`src/rtl/skid_buffer_x65.sv`:
```
// Two-entry elastic stage (main + skid) between a valid/ready producer and
// a valid/ready consumer. It sustains one transfer per cycle. in_ready and
// out_valid come straight from flops, so no combinational path crosses the
// stage in either direction.
//
// state    | {skid_valid, main_valid} | meaning
// ---------+--------------------------+-----------------------------------
// ST_EMPTY | 00                       | nothing held, upstream may push
// ST_ONE   | 01                       | main holds the head, room for one
// ST_TWO   | 11                       | main = head, skid = next, stalled
// (10)     | --                       | illegal, recovers to ST_EMPTY

module skid_buffer_x65 #(
  parameter int LENGTH = 65
) (
  input  logic              clk,
  input  logic              reset,
  input  logic              flush,
  input  logic              in_valid,
  input  logic [LENGTH-1:0] in_data,
  output logic              in_ready,
  output logic              out_valid,
  output logic [LENGTH-1:0] out_data,
  input  logic              out_ready,
  output logic [1:0]        count
);

  typedef enum logic [1:0] {
    ST_EMPTY = 2'b00,
    ST_ONE   = 2'b01,
    ST_TWO   = 2'b11
  } state_e;

  state_e            state_q, state_d;
  logic [LENGTH-1:0] main_q, main_d;
  logic [LENGTH-1:0] skid_q, skid_d;
  logic [1:0]        state_bits;
  logic              main_valid;
  logic              skid_valid;
  logic              in_xfer;
  logic              out_xfer;

  assign state_bits = state_q;
  assign main_valid = state_bits[0];
  assign skid_valid = state_bits[1];

  // The handshake outputs decode registered state only. The illegal 10
  // encoding reports neither ready nor valid until it recovers.
  assign in_ready  = (state_q == ST_EMPTY) || (state_q == ST_ONE);
  assign out_valid = (state_q == ST_ONE) || (state_q == ST_TWO);
  assign out_data  = main_q;
  assign count     = {1'b0, main_valid} + {1'b0, skid_valid};

  assign in_xfer  = in_valid & in_ready;
  assign out_xfer = out_valid & out_ready;

  // Next-state and payload steering. Each data register loads only on its
  // own transfer or move and holds otherwise.
  always_comb begin
    state_d = state_q;
    main_d  = main_q;
    skid_d  = skid_q;

    unique case (state_q)
      ST_EMPTY: begin
        if (in_xfer) begin
          main_d  = in_data;
          state_d = ST_ONE;
        end
      end
      ST_ONE: begin
        if (in_xfer && out_xfer) begin
          main_d = in_data;
        end else if (in_xfer) begin
          skid_d  = in_data;
          state_d = ST_TWO;
        end else if (out_xfer) begin
          state_d = ST_EMPTY;
        end
      end
      ST_TWO: begin
        // Upstream sees in_ready=0 here, so in_valid cannot transfer.
        if (out_xfer) begin
          main_d  = skid_q;
          state_d = ST_ONE;
        end
      end
      default: begin
        state_d = ST_EMPTY;
      end
    endcase

    // Flush drops everything, including an entry arriving this cycle. The
    // payload keeps its old value because out_valid=0 masks it anyway. A
    // pop in the same cycle has already completed its handshake downstream.
    if (flush) begin
      state_d = ST_EMPTY;
      main_d  = main_q;
      skid_d  = skid_q;
    end
  end

  // State and payload registers. Reset clears everything asynchronously.
  always_ff @(posedge clk or negedge reset) begin
    if (!reset) begin
      state_q <= ST_EMPTY;
      main_q  <= '0;
      skid_q  <= '0;
    end else begin
      state_q <= state_d;
      main_q  <= main_d;
      skid_q  <= skid_d;
    end
  end

endmodule

```
`config.mk`:
```
export PLATFORM = sky130hd
export DESIGN_NAME = skid_buffer_x65
export DESIGN_NICKNAME = d
export VERILOG_FILES = /design/src/rtl/skid_buffer_x65.sv
export SDC_FILE = /design/constraint.sdc
export NUM_CORES = 1
export LEC_CHECK = 0
export BUFFER_PORTS_ARGS = -buffer_cell sky130_fd_sc_hd__buf_2
export CORE_MARGIN = 1.5
export CORE_UTILIZATION = 48
export DETAILED_ROUTE_END_ITERATION = 7
export GPL_TIMING_DRIVEN = 0
export PLACE_DENSITY = 0.76
export RECOVER_POWER = 100
export SETUP_SLACK_MARGIN = 0.15
export SYNTH_ARGS = -nofsm -noshare
export SYNTH_HDL_FRONTEND = slang
export SYNTH_SLANG_ARGS = --single-unit
```
`constraint.sdc`:
```
create_clock -name clk -period 2.4 [get_ports clk]
set_clock_uncertainty 0.2 [all_clocks]
set_input_delay 0.12 -clock clk [delete_from_list [all_inputs] [get_ports clk]]
set_output_delay 0.12 -clock clk [all_outputs]
set_load 0.02 [all_outputs]
```
==> metrics.txt <==
status finished, violations left; failing checks capacitance limit, slew limit; H-tree Lvls 4; slowest cell delay on critical path 0.45 ns; Max Transition Viols Final 65; post-DR wirelength/cell about 17 um; Crit path depth 7; Starting Density 49.9%; Peak VDD IR 672 uV; Die Wd 113 um; post-DP HPWL slightly below 8000 um; sequential share of the synthesized area 57.0%; synth top area cells dfrtp_1, mux2_1, mux2_2; EDFF count, synth 0; MaxCap Viol Count 1; register bit total from synthesis about 130; clock sink count 132; post-layout min period 2.32 ns; crit start category flop; fin crit share 96.5%; Rows 39; number of global-route vias before repair between 4000 and 5000; CORE AREA 11600 um^2; drt pass-1 iters 4; first-pass GRT wire length just over 20000 um; I/O Pins 139; share of cells above drive strength 1 33.8%; Worst setup EP type flop; Final Setup Violations 0; crit-path leading delay family flip-flops; Async SR Flop Fraction 100%; top-area cell type share of the netlist area 57.0%; Mapped Cells approximately 370; critical path fanouts, max 10; n_diodes 0; relative slew slack -9.88%; Avg Inst Size Synth ~16 um^2; critical path required time 2.49 ns; critical path, cell by cell ha_4 > or2_4 > o22a_1 > a21oi_2 > buf_6 > buf_6 > mux2_1; CTS tree yes; DRC Markers 0; Most used DFF post-synth dfrtp_1; DR vias 3865; Crit-path slowest cell dfrtp_2; remaining global-route overflow 0; root buffer cell clkbuf_16; RSZ-0062 raised after global routing yes; PD cells roughly 1200 nW/um^2; Tot GR Track Use a little over 20%; Synthesis Warnings 0; fmax 432 MHz; Yosys top cell by area dfrtp_1; worst hold stages 5; port buffer count 138; Data arrival, critical path 2.40 ns; total power 9.38 mW; CP most frequent cell buf_6; Critical path buffers and inverters 2; final core occ approximately 69%; r2r worst-path depth 7; CTS buffer count 17; initial antenna violation count 0; vias per inst 5.10; CTS clk-pin slew, worst paths 0.05 ns; Placer Congestion 0.738; final hold slack 0.0760 ns; Syn-to-layout area delta 38.4%; Yosys cell types 20; CTS Buffer Depth 2; Slew @ Worst Pin 1.65 ns; total wire length between 10000 and 15000 um; HP Class input port to flop; clk_lat worst skew 0.41 ns; nets@finish between 600 and 700; filler instances 823; Hold Fails Final Rpt 0; Lkg Pwr 3.56 nW; number of DRC markers in iteration 0 around 130; largest net degree at the start of global routing 69; syn nets ~450; Antenna Nets Post-Route 0; synthesized area 5800 um^2; critical path type flop to flop; die area 12700 um^2; Die Height 113 um
report_power, final:
group / total, mW / switching [mW] / internal (mW)
logic: 3.00 / 1.66 / 1.33
clock network: 2.46 / 0.888 / 1.57
registers: 3.92 / 0.560 / 3.36
final cells by class:
type	instances	area (um^2)	area share (%)
multi-input cells	216	2410	30.1
inverters	4	15.0	0.187
clock buffers	26	519	6.47
flip-flops and latches	132	3300	41.2
repair buffers	212	1370	17.1
clock inverters	4	45.0	0.561
plain buffers	21	178	2.21
well taps	143	179	2.23
stage by stage:
stage | worst slack (ns) | std cells | setup TNS [ns] | cell area (um^2)
global route | -0.0249 | 758 | -0.333 | 8030
finish | 0.0842 | 758 | 0 | 8030
floorplan | 0.156 | 373 | 0 | 5820
global placement | -0.641 | 654 | -83.85 | 6690
detailed placement | -0.0919 | 655 | -5.43 | 6720
CTS | 0.0925 | 756 | 0 | 8020
worst reg2reg max path, cell delays in order, from the launching register on:
cell     delay [ns]
dfrtp_2        0.45
ha_4           0.20
or2_4          0.25
o22a_1         0.22
a21oi_2        0.17
buf_6          0.19
buf_6          0.18
mux2_1         0.34
kinds of logic after synthesis:
| family | Yosys count | synth area share (%) |
|---|---|---|
| multiplexers | 197 | 38.2 |
| AND/OR/NAND/NOR | 9 | 0.690 |
| flip-flops | 132 | 57.0 |
| adder cells (fa/ha/maj) | 4 | 0.863 |
| buffers and inverters | 25 | 2.52 |
| XOR/XNOR | 1 | 0.151 |
| AO/OA/AOI/OAI | 5 | 0.604 |
cell usage after synthesis, drive strengths merged, types with 2 or more instances:
| master | count |
|---|---|
| a21oi | 2 |
| buf | 15 |
| clkbuf | 6 |
| dfrtp | 132 |
| ha | 4 |
| inv | 4 |
| mux2 | 195 |
| mux2i | 2 |
| nand2 | 2 |
| nor2 | 4 |
worst paths after layout:
path	startpoint	endpoint	slack (ns)
setup / recovery	state_bits[0]	out_data[52]	0.08
hold / removal	in_valid	state_bits[1]	0.08
setup reg to reg	state_bits[0]	out_data[52]	0.08
hold reg to reg	skid_q[44]	skid_q[44]	0.28
max in group asynchronous	reset	out_data[61]	0.50
min in group asynchronous	reset	skid_q[32]	0.47
cells in the final DEF (no fill, tap or decap), types with 2 or more instances in the layout:
master and n:
dfrtp_1 131, mux2_1 116, clkbuf_1 73, buf_2 70, mux2_2 70, dlygate4sd3_1 67, clkbuf_16 18, buf_4 10
mux2_4 9, clkbuf_2 6, clkbuf_8 6, buf_6 5, nor2_1 4, inv_1 3, clkinv_2 3, nand2_1 2
buf_8 2, mux2i_1 2, ha_1 2, ha_4 2
metal layers:
layer	GRT usage [%]	share of wire (%)	up-vias
li1	-	-	1802
met1	24.8	42	1935
met2	36.0	51	110
met3	5.52	5.3	18
met4	7.67	1.7	0
met5	0	0	-
sequential cells by signal, indices dropped and copies added, names as in the netlist:
| signal | count |
|---|---|
| state_bits | 2 |
| skid_q | 65 |
| out_data | 65 |
timing repair:
action                     CTS  global route
setup buffers                4             1
hold buffers                67             0
hold endpoints to repair   220             0
setup endpoints to repair  115           115
gates resized for setup     15            17
cloned                       0             1
No activity file was read; power rests on OpenSTA's default activity.
